**config.mk**
```make
export PLATFORM = sky130hd
export DESIGN_NAME = i2c_target_regfile
export DESIGN_NICKNAME = d
export VERILOG_FILES = /design/src/rtl/i2c_target_regfile.sv
export SDC_FILE = /design/constraint.sdc
export NUM_CORES = 1
export LEC_CHECK = 0
export CORE_MARGIN = 2
export CORE_UTILIZATION = 55
export DETAILED_ROUTE_END_ITERATION = 6
export PLACE_DENSITY = 0.73
export SLEW_MARGIN = 15
export SYNTH_ARGS = -nofsm -noshare
export SYNTH_HDL_FRONTEND = slang
export SYNTH_SLANG_ARGS = --single-unit
```
**constraint.sdc**
```tcl
create_clock -name clk -period 5.2 [get_ports clk]
set_input_delay 0.52 -clock clk [delete_from_list [all_inputs] [get_ports clk]]
set_output_delay 0.52 -clock clk [all_outputs]
set_load 0.005 [all_outputs]
```
**src/rtl/i2c_target_regfile.sv**
```systemverilog
// I2C target with a byte-wide register file and a local preload/inspect port.
// SCL/SDA are oversampled through 2-FF synchronizers. START/STOP are detected on the
// synced lines and override bit handling in every state. Bus writes are reported by a
// one-cycle strobe.
//
// state     | meaning
// ----------+-------------------------------------------------------------
// IDLE      | bus free or after reset; only START/STOP are acted on
// DEV_ADDR  | shifting the 7-bit device address plus R/W
// DEV_ACK   | pulling SDA low to acknowledge our device address
// REG_ADDR  | shifting the register pointer byte
// REG_ACK   | acknowledging the register pointer byte
// WR_DATA   | shifting a data byte to be written at the pointer
// WR_ACK    | acknowledging a written data byte
// RD_DATA   | driving reg[pointer] onto SDA, MSB first
// RD_MACK   | SDA released, sampling the master's ACK/NACK
// WAIT_STOP | transfer not for us, or read ended; wait for START/STOP
module i2c_target_regfile #(
    parameter logic [6:0] TARGET_ADDR = 7'h53,
    parameter int         NUM_REGS    = 16,
    localparam int        ADDR_W      = $clog2(NUM_REGS)
) (
    input  logic              clk,
    input  logic              reset_n,
    input  logic              scl_i,
    input  logic              sda_i,
    output logic              sda_oe,
    input  logic [ADDR_W-1:0] loc_addr,
    input  logic              loc_we,
    input  logic [7:0]        loc_wdata,
    output logic [7:0]        loc_rdata,
    output logic              wr_strobe,
    output logic [ADDR_W-1:0] wr_addr,
    output logic [7:0]        wr_data,
    output logic              busy
);

    typedef enum logic [3:0] {
        ST_IDLE,
        ST_DEV_ADDR,
        ST_DEV_ACK,
        ST_REG_ADDR,
        ST_REG_ACK,
        ST_WR_DATA,
        ST_WR_ACK,
        ST_RD_DATA,
        ST_RD_MACK,
        ST_WAIT_STOP
    } state_t;

    // synchronizer stages plus one delayed copy for edge detection
    logic scl_s1_q, scl_s1_d, scl_s2_q, scl_s2_d, scl_d1_q, scl_d1_d;
    logic sda_s1_q, sda_s1_d, sda_s2_q, sda_s2_d, sda_d1_q, sda_d1_d;

    state_t            state_q, state_d;
    logic [3:0]        bit_cnt_q, bit_cnt_d;
    logic [7:0]        shift_q, shift_d;
    logic              rw_q, rw_d;
    logic [ADDR_W-1:0] ptr_q, ptr_d;
    logic              sda_oe_q, sda_oe_d;
    logic              busy_q, busy_d;
    logic              wr_strobe_q, wr_strobe_d;
    logic [ADDR_W-1:0] wr_addr_q, wr_addr_d;
    logic [7:0]        wr_data_q, wr_data_d;
    logic [7:0]        loc_rdata_q, loc_rdata_d;
    logic [7:0]        regs_q [NUM_REGS];
    logic [7:0]        regs_d [NUM_REGS];

    logic       scl_rise, scl_fall, start_det, stop_det;
    logic [7:0] rx_byte;

    assign scl_rise  = scl_s2_q & ~scl_d1_q;
    assign scl_fall  = ~scl_s2_q & scl_d1_q;
    assign start_det = scl_s2_q & scl_d1_q & sda_d1_q & ~sda_s2_q;
    assign stop_det  = scl_s2_q & scl_d1_q & ~sda_d1_q & sda_s2_q;
    assign rx_byte   = {shift_q[6:0], sda_s2_q};

    assign sda_oe    = sda_oe_q;
    assign busy      = busy_q;
    assign wr_strobe = wr_strobe_q;
    assign wr_addr   = wr_addr_q;
    assign wr_data   = wr_data_q;
    assign loc_rdata = loc_rdata_q;

    // next-state logic: synchronizers, local port, bus protocol FSM and register file
    always_comb begin
        scl_s1_d    = scl_i;
        scl_s2_d    = scl_s1_q;
        scl_d1_d    = scl_s2_q;
        sda_s1_d    = sda_i;
        sda_s2_d    = sda_s1_q;
        sda_d1_d    = sda_s2_q;
        state_d     = state_q;
        bit_cnt_d   = bit_cnt_q;
        shift_d     = shift_q;
        rw_d        = rw_q;
        ptr_d       = ptr_q;
        sda_oe_d    = sda_oe_q;
        busy_d      = busy_q;
        wr_strobe_d = 1'b0;
        wr_addr_d   = wr_addr_q;
        wr_data_d   = wr_data_q;
        regs_d      = regs_q;
        loc_rdata_d = regs_q[loc_addr];

        // local write first so a same-cycle bus write to the same register overrides it
        if (loc_we) begin
            regs_d[loc_addr] = loc_wdata;
        end

        if (start_det) begin
            state_d   = ST_DEV_ADDR;
            bit_cnt_d = 4'd0;
            sda_oe_d  = 1'b0;
        end else if (stop_det) begin
            state_d   = ST_IDLE;
            bit_cnt_d = 4'd0;
            sda_oe_d  = 1'b0;
            busy_d    = 1'b0;
        end else begin
            case (state_q)
                ST_DEV_ADDR: begin
                    if (scl_rise && bit_cnt_q < 4'd8) begin
                        shift_d   = rx_byte;
                        bit_cnt_d = bit_cnt_q + 4'd1;
                    end else if (scl_fall && bit_cnt_q == 4'd8) begin
                        bit_cnt_d = 4'd0;
                        if (shift_q[7:1] == TARGET_ADDR) begin
                            state_d  = ST_DEV_ACK;
                            sda_oe_d = 1'b1;
                            busy_d   = 1'b1;
                            rw_d     = shift_q[0];
                        end else begin
                            state_d = ST_WAIT_STOP;
                        end
                    end
                end
                ST_DEV_ACK: begin
                    if (scl_fall) begin
                        bit_cnt_d = 4'd0;
                        if (rw_q) begin
                            state_d  = ST_RD_DATA;
                            shift_d  = regs_q[ptr_q];
                            sda_oe_d = ~regs_q[ptr_q][7];
                        end else begin
                            state_d  = ST_REG_ADDR;
                            sda_oe_d = 1'b0;
                        end
                    end
                end
                ST_REG_ADDR: begin
                    if (scl_rise && bit_cnt_q < 4'd8) begin
                        shift_d   = rx_byte;
                        bit_cnt_d = bit_cnt_q + 4'd1;
                    end else if (scl_fall && bit_cnt_q == 4'd8) begin
                        ptr_d     = shift_q[ADDR_W-1:0];
                        state_d   = ST_REG_ACK;
                        sda_oe_d  = 1'b1;
                        bit_cnt_d = 4'd0;
                    end
                end
                ST_REG_ACK, ST_WR_ACK: begin
                    if (scl_fall) begin
                        state_d   = ST_WR_DATA;
                        sda_oe_d  = 1'b0;
                        bit_cnt_d = 4'd0;
                    end
                end
                ST_WR_DATA: begin
                    if (scl_rise && bit_cnt_q < 4'd8) begin
                        shift_d   = rx_byte;
                        bit_cnt_d = bit_cnt_q + 4'd1;
                        // commit on the 8th rise; a repeated START never reaches here
                        if (bit_cnt_q == 4'd7) begin
                            regs_d[ptr_q] = rx_byte;
                            wr_strobe_d   = 1'b1;
                            wr_addr_d     = ptr_q;
                            wr_data_d     = rx_byte;
                            ptr_d         = ptr_q + 1'b1;
                        end
                    end else if (scl_fall && bit_cnt_q == 4'd8) begin
                        state_d   = ST_WR_ACK;
                        sda_oe_d  = 1'b1;
                        bit_cnt_d = 4'd0;
                    end
                end
                ST_RD_DATA: begin
                    if (scl_rise && bit_cnt_q < 4'd8) begin
                        bit_cnt_d = bit_cnt_q + 4'd1;
                    end else if (scl_fall && bit_cnt_q == 4'd8) begin
                        state_d   = ST_RD_MACK;
                        sda_oe_d  = 1'b0;
                        bit_cnt_d = 4'd0;
                    end else if (scl_fall && bit_cnt_q != 4'd0) begin
                        shift_d  = {shift_q[6:0], 1'b0};
                        sda_oe_d = ~shift_q[6];
                    end
                end
                ST_RD_MACK: begin
                    // bit_cnt marks an ACKed byte so the next one is loaded on the SCL fall
                    if (scl_rise) begin
                        if (!sda_s2_q) begin
                            ptr_d     = ptr_q + 1'b1;
                            bit_cnt_d = 4'd1;
                        end else begin
                            state_d = ST_WAIT_STOP;
                        end
                    end else if (scl_fall && bit_cnt_q == 4'd1) begin
                        state_d   = ST_RD_DATA;
                        shift_d   = regs_q[ptr_q];
                        sda_oe_d  = ~regs_q[ptr_q][7];
                        bit_cnt_d = 4'd0;
                    end
                end
                default: begin
                    sda_oe_d = 1'b0;
                end
            endcase
        end
    end

    // state registers; synchronizers reset to the idle-high bus level
    always_ff @(posedge clk) begin
        if (!reset_n) begin
            scl_s1_q    <= 1'b1;
            scl_s2_q    <= 1'b1;
            scl_d1_q    <= 1'b1;
            sda_s1_q    <= 1'b1;
            sda_s2_q    <= 1'b1;
            sda_d1_q    <= 1'b1;
            state_q     <= ST_IDLE;
            bit_cnt_q   <= 4'd0;
            shift_q     <= 8'h00;
            rw_q        <= 1'b0;
            ptr_q       <= '0;
            sda_oe_q    <= 1'b0;
            busy_q      <= 1'b0;
            wr_strobe_q <= 1'b0;
            wr_addr_q   <= '0;
            wr_data_q   <= 8'h00;
            loc_rdata_q <= 8'h00;
            regs_q      <= '{default: 8'h00};
        end else begin
            scl_s1_q    <= scl_s1_d;
            scl_s2_q    <= scl_s2_d;
            scl_d1_q    <= scl_d1_d;
            sda_s1_q    <= sda_s1_d;
            sda_s2_q    <= sda_s2_d;
            sda_d1_q    <= sda_d1_d;
            state_q     <= state_d;
            bit_cnt_q   <= bit_cnt_d;
            shift_q     <= shift_d;
            rw_q        <= rw_d;
            ptr_q       <= ptr_d;
            sda_oe_q    <= sda_oe_d;
            busy_q      <= busy_d;
            wr_strobe_q <= wr_strobe_d;
            wr_addr_q   <= wr_addr_d;
            wr_data_q   <= wr_data_d;
            loc_rdata_q <= loc_rdata_d;
            regs_q      <= regs_d;
        end
    end

endmodule

```
==> impl_metrics.yaml, run 1 <==
yosys:
  postSynthAreaPerCell_sq_um: 9.01
  synth.largest_area_cell: "dfxtp_1"
  ys_types: 59
  ys_warn_count: 0
  syn_inst: 1161
  yosysTopAreaCellShare: 0.341
  synth.area.top_cells: "dfxtp_1, mux4_2, a311oi_1"
  synth_edf_count: 0
  syn_area_sq_um: 10500
  synth_flop_cell: "dfxtp_1"
  ys_seq_elements: 178
  synthesis.nets: 1185
  async_flop_share: 0
  yosysSeqAreaShare: 0.341
pwr:
  totalPowerFinal_w: 0.00361
  p_leak_nw: 4.01
  p_per_area_nw_per_um2: 318
  irDropWorstVdd_mv: 0.235
setup_path:
  reg2reg_slack_ns: 1.64
  reg2reg_depth: 5
  crit_fanout: 28
  end_kind: "flip-flop"
  cp-start-kind: "flip-flop"
  crit_start: "state_q[0]"
  cp-endpoint: "regs_q[7]"
  critPathKind: "flip-flop to flip-flop"
  worstReg2RegEnd: "regs_q[7]"
  critPathArrivalTime_ns: 3.90
  reg2reg_from: "state_q[0]"
  critPathRequiredTime_ns: 5.54
timing:
  timing.final.crit_share: 0.686
  fin_skew_ns: 0.0129
  finalSetupTns_ns: 0
  hold_viol: 0
  fin_ws_ns: 1.64
  final_max_slew_viol_count: 0
  setup_viol: 0
  fmax_mhz: 281
  rsz0062_at_grt: "false"
  whs_ns: 0.403
  worst_pin_slew_ns: 1.29
  maxSlewHeadroom: 0.137
  post-route-min-period_ns: 3.56
worst_hold_path:
  worstHoldStart: "sda_s1_q"
  hp-class: "flip-flop to flip-flop"
cells_and_area:
  layout.nets: 1138
  instances_no_fill: 1361
  syn2layout_area_growth_pct: 8.60
  fillers: 1591
  diodes: 0
  final_layout_size_suffix_gt1_frac: 0.120
placement:
  dp.cells: 1329
  routabilityCongestion: 0.920
  numPortBuffers: 39
  pre_cts_ws_ns: 1.79
  place_hpwl_um: 21000
run_status:
  status: "completed"
die:
  dieArea_sq_um: 20100
  start_util: 0.559
  die_w_um: 142
  ios: 40
  rows: 50
  coreArea_sq_um: 18700
  die_h_um: 142
clocking:
  cts_tree: "done"
  clock_latency_ns: 0.44
  clk_pin_slew_ns: 0.07
  htreeDepth: 4
  cts_resized: 0
  root_buffer: "clkbuf_16"
  cts_max_path_buffers: 2
  cts_buffers: 17
  cts_setup_buffers: 0
  cts_hold_buf: 0
  cts_sinks: 178
global_routing:
  grt_pass1_wl_um: 50900
  antenna_found_initial: 0
  gr-total-overflow: 0
  grt_util_all_layers: 0.325
  first_global_vias: 8771
  grt_max_degree: 94
drt:
  wl_um: 32100
  vias: 9640
  drc: 0
  antenna_left: 0
  wire_per_inst_um: 23.6
  drt_iter0_drc: 1329
  vias_per_cell: 7.08
  first_pass_iters: 5
flow_run:
  maxCapViolations: 0
-- worst min path at each step --
stage / to / slack [ns] / depth (start not counted)
3_5_place_dp: scl_d1_d / 0.39 / 1
4_1_cts: sda_d1_d / 0.41 / 1
5_1_grt: sda_d1_d / 0.43 / 1
6_report: sda_d1_d / 0.40 / 1
3_3_place_gp: sda_d1_d / 0.39 / 1
2_1_floorplan: scl_d1_d / 0.39 / 1
-- synthesized netlist by cell type (all sizes together), types with 2 or more instances --
cell	instances
dfxtp	178
nor2	155
nand2	122
o21ai	89
clkbuf	87
a311oi	81
mux4	68
mux2i	66
a211oi	54
buf	33
nand3	29
a21oi	28
nand2b	13
nor3	13
and2	11
o211ai	11
nor2b	9
o31ai	9
nand3b	8
nand4	8
ha	7
inv	7
a22oi	6
nor4	6
or3	6
a32o	5
o21a	5
a31oi	4
and3	4
or3b	4
a21o	3
nor3b	3
o22ai	3
o311ai	3
a221o	2
a31o	2
nand4b	2
o2111ai	2
o22a	2
-- cell families (layout without fill, tap and decap cells) --
logic type / count (synthesis) / after routing / share of synthesized area
buffers and inverters: 128 / 94 / 0.0493
AOI/OAI and AO/OA: 319 / 319 / 0.214
adders and majority gates: 7 / 7 / 0.00838
and+or+nand+nor: 394 / 394 / 0.177
muxes: 135 / 135 / 0.211
DFF: 178 / 178 / 0.341
-- where the power goes --
part	internal, W	leakage [nW]	switching (W)
Sequential	0.00141	1.44	0.000190
Combinational	0.000272	2.29	0.000432
Clock	0.000718	0.286	0.000582
-- critical path, stage by stage, from the launching register on --
cell	delay, ns
dfxtp_1	0.66
nand2b_1	0.77
nor4_4	0.45
buf_4	0.40
nand4_1	0.69
a311oi_1	0.48
-- metrics by stage --
step / utilization / instance area [sq um]
5_1_grt: 0.607 / 11400
6_report: 0.607 / 11400
3_3_place_gp: 0.576 / 10800
2_1_floorplan: - / 10500
3_5_place_dp: 0.576 / 10800
4_1_cts: 0.607 / 11400
-- registers in the layout (all words and copies together) (netlist names) --
| signal | count |
|---|---|
| regs_q | 128 |
| loc_rdata | 8 |
| shift_q | 8 |
| wr_data | 8 |
| bit_cnt_q | 4 |
| ptr_q | 4 |
| state_q | 4 |
| wr_addr | 4 |
| busy | 1 |
| rw_q | 1 |
| scl_d1_d | 1 |
| scl_d1_q | 1 |
| scl_s1_q | 1 |
| sda_d1_d | 1 |
| sda_d1_q | 1 |
| sda_oe | 1 |
| sda_s1_q | 1 |
| wr_strobe | 1 |
-- layout by cell type (no fill, tap or decap), types with 4 or more instances in the layout --
master / netlist / final
dfxtp_1: 178 / 176
nor2_1: 155 / 155
nand2_1: 122 / 122
o21ai_0: 89 / 89
a311oi_1: 81 / 81
mux4_2: 68 / 68
mux2i_1: 66 / 66
a211oi_1: 54 / 54
clkdlybuf4s50_1: 0 / 37
a21oi_1: 28 / 28
nand3_1: 22 / 22
clkbuf_16: 0 / 17
buf_4: 0 / 14
nand2b_1: 13 / 13
nor3_1: 13 / 13
and2_1: 11 / 11
o211ai_1: 11 / 11
nor2b_1: 9 / 9
o31ai_1: 9 / 9
nand3b_1: 8 / 8
nand4_1: 8 / 8
ha_1: 7 / 7
inv_1: 6 / 6
or3_1: 6 / 6
a22oi_1: 6 / 6
nand3_4: 6 / 6
o21a_1: 5 / 5
nor4_1: 5 / 5
a32o_1: 5 / 5
and3_1: 4 / 4
a31oi_1: 4 / 4
-- per-layer routing --
metal | part of all wire | GRT usage | vias up
met5 | 0 | 0 | -
li1 | - | - | 4308
met4 | 0.024 | 0.0958 | 0
met2 | 0.44 | 0.483 | 612
met1 | 0.42 | 0.477 | 4666
met3 | 0.11 | 0.0722 | 54
-- final cells by class --
| type | instances | area [sq um] | share of cell area |
|---|---|---|---|
| clock buffers | 19 | 433 | 0.0381 |
| inverters | 8 | 32.5 | 0.00286 |
| well taps | 234 | 293 | 0.0258 |
| repair buffers | 54 | 505 | 0.0445 |
| flip-flops and latches | 178 | 3570 | 0.314 |
| clock inverters | 13 | 149 | 0.0131 |
| multi-input cells | 855 | 6380 | 0.562 |
Note: power is estimated with default switching activity, not from simulation.
==> run 2, diff against run 1 <==
PLACE_DENSITY = 0.76   (was 0.73)
clock period = 3.2 ns   (was 5.2 ns; I/O delays follow)
==> impl_metrics.yaml, run 2 (synthesized netlist as in run 1, its figures left out) <==
run_status:
  status: "completed"
setup_path:
  end_kind: "flip-flop"
  critPathArrivalTime_ns: 3.05
  reg2reg_depth: 5
  critPathKind: "flip-flop to flip-flop"
  cp-start-kind: "flip-flop"
  crit_fanout: 28
  reg2reg_slack_ns: 0.48
  critPathRequiredTime_ns: 3.53
  worstReg2RegEnd: "regs_q[19]"
  reg2reg_from: "scl_d1_d"
clocking:
  root_buffer: "clkbuf_16"
  cts_setup_buffers: 0
  cts_hold_buf: 0
  cts_tree: "done"
  clock_latency_ns: 0.43
  cts_buffers: 17
  htreeDepth: 4
  cts_sinks: 178
  cts_resized: 0
  clk_pin_slew_ns: 0.07
  cts_max_path_buffers: 2
placement:
  dp.cells: 1357
  place_hpwl_um: 22500
  routabilityCongestion: 0.946
  pre_cts_ws_ns: 0.443
  numPortBuffers: 39
  placed_area_sq_um: 11000
worst_hold_path:
  worstHoldStart: "sda_s1_q"
  hold_depth: 1
  worstHoldEndpoint: "sda_d1_d"
  hp-class: "flip-flop to flip-flop"
drt:
  drt_iter0_drc: 1354
  vias: 9978
  antenna_left: 0
  vias_per_cell: 7.18
  wl_um: 33200
  drc: 0
  wire_per_inst_um: 23.9
  first_pass_iters: 6
cells_and_area:
  fillers: 1550
  design_area_sq_um: 11700
  multiInputGateArea_sq_um: 6380
  largest_reg_flops: 128
  final_common_cell: "dfxtp_1"
  final_layout_size_suffix_gt1_frac: 0.143
  instances_no_fill: 1389
  layout.nets: 1166
  top_register: "regs_q"
  most-common-layout-cells: "dfxtp_1, nor2_1, nand2_1"
  seq_area_sq_um: 3570
  diodes: 0
  syn2layout_area_growth_pct: 11.7
die:
  ios: 40
  die_h_um: 142
  die_w_um: 142
  coreArea_sq_um: 18700
  rows: 50
  dieArea_sq_um: 20100
  start_util: 0.559
global_routing:
  grt_max_degree: 54
  gr-total-overflow: 0
  antenna_found_initial: 0
  first_global_vias: 9214
  grt_pass1_wl_um: 53000
  grt_util_all_layers: 0.336
timing:
  final_max_slew_viol_count: 0
  fin_ws_ns: 0.480
  hold_viol: 0
  finalSetupTns_ns: 0
  fin_skew_ns: 0.00818
  setup_viol: 0
  fmax_mhz: 368
  rsz0062_at_grt: "false"
  timing.final.crit_share: 0.850
  maxSlewHeadroom: 0.314
  worst_pin_slew_ns: 1.03
  post-route-min-period_ns: 2.72
pwr:
  irDropWorstVdd_mv: 0.292
  p_per_area_nw_per_um2: 539
  p_leak_nw: 4.21
flow_run:
  maxCapViolations: 0
[run 2: changes by cell type in the layout (fill, tap and decap cells not counted)]
cell / before / now
buf_4: 14 / 41
bufinv_16: 2 / 6
clkbuf_1: 2 / 0
clkinv_2: 3 / 1
inv_6: 3 / 5
inv_8: 2 / 0
buf_12: 1 / 2
clkbuf_8: 0 / 1
clkinvlp_4: 1 / 0
[run 2: metal layers]
metal  track usage  wire [um]
met5             0          0
met1         0.478      13200
met3        0.0678       4040
met4         0.145       1240
met2         0.500      14700
[run 2: stage by stage]
| stage | power [W] | hold slack (ns) | util |
|---|---|---|---|
| final | 0.00629 | 0.417 | 0.625 |
| after detailed placement | 0.00383 | 0.411 | 0.588 |
| after global routing | 0.00650 | 0.434 | 0.625 |
| after floorplan | 0.00340 | 0.386 | - |
| after CTS | 0.00624 | 0.424 | 0.625 |
| after global placement | 0.00381 | 0.397 | 0.588 |
[run 2: report_power, final]
part	total [W]	leakage (nW)	internal [W]	switching (W)
Combinational	0.00136	2.43	0.000493	0.000870
Clock	0.00246	0.336	0.00150	0.000954
Sequential	0.00247	1.44	0.00230	0.000175
Total	0.00629	4.21	0.00429	0.00200
[run 2: how the worst max path moves through the flow]
stage | slack (ns) | depth (start not counted) | startpoint | end
global placement | 0.51 | 5 | loc_addr[2] | regs_q[66]
floorplan | 0.73 | 9 | ptr_q[1] | regs_q[31]
detailed placement | 0.44 | 5 | loc_addr[2] | regs_q[70]
global route | 0.26 | 6 | scl_d1_d | regs_q[29]
finish | 0.48 | 5 | scl_d1_d | regs_q[19]
CTS | 0.51 | 5 | scl_d1_d | regs_q[27]
[run 2: cell type report]
class	count	share of cell area
clock buffers	18	0.0376
well taps	234	0.0251
multi-input cells	855	0.546
inverters	8	0.00278
clock inverters	14	0.0211
flip-flops and latches	178	0.305
repair buffers	82	0.0623
[run 2: worst max-delay path, stage by stage, from the launching register on]
cell	delay [ns]
dfxtp_1	0.42
or3b_1	0.49
nor4_4	0.24
buf_4	0.39
nand4_1	0.60
a311oi_1	0.47
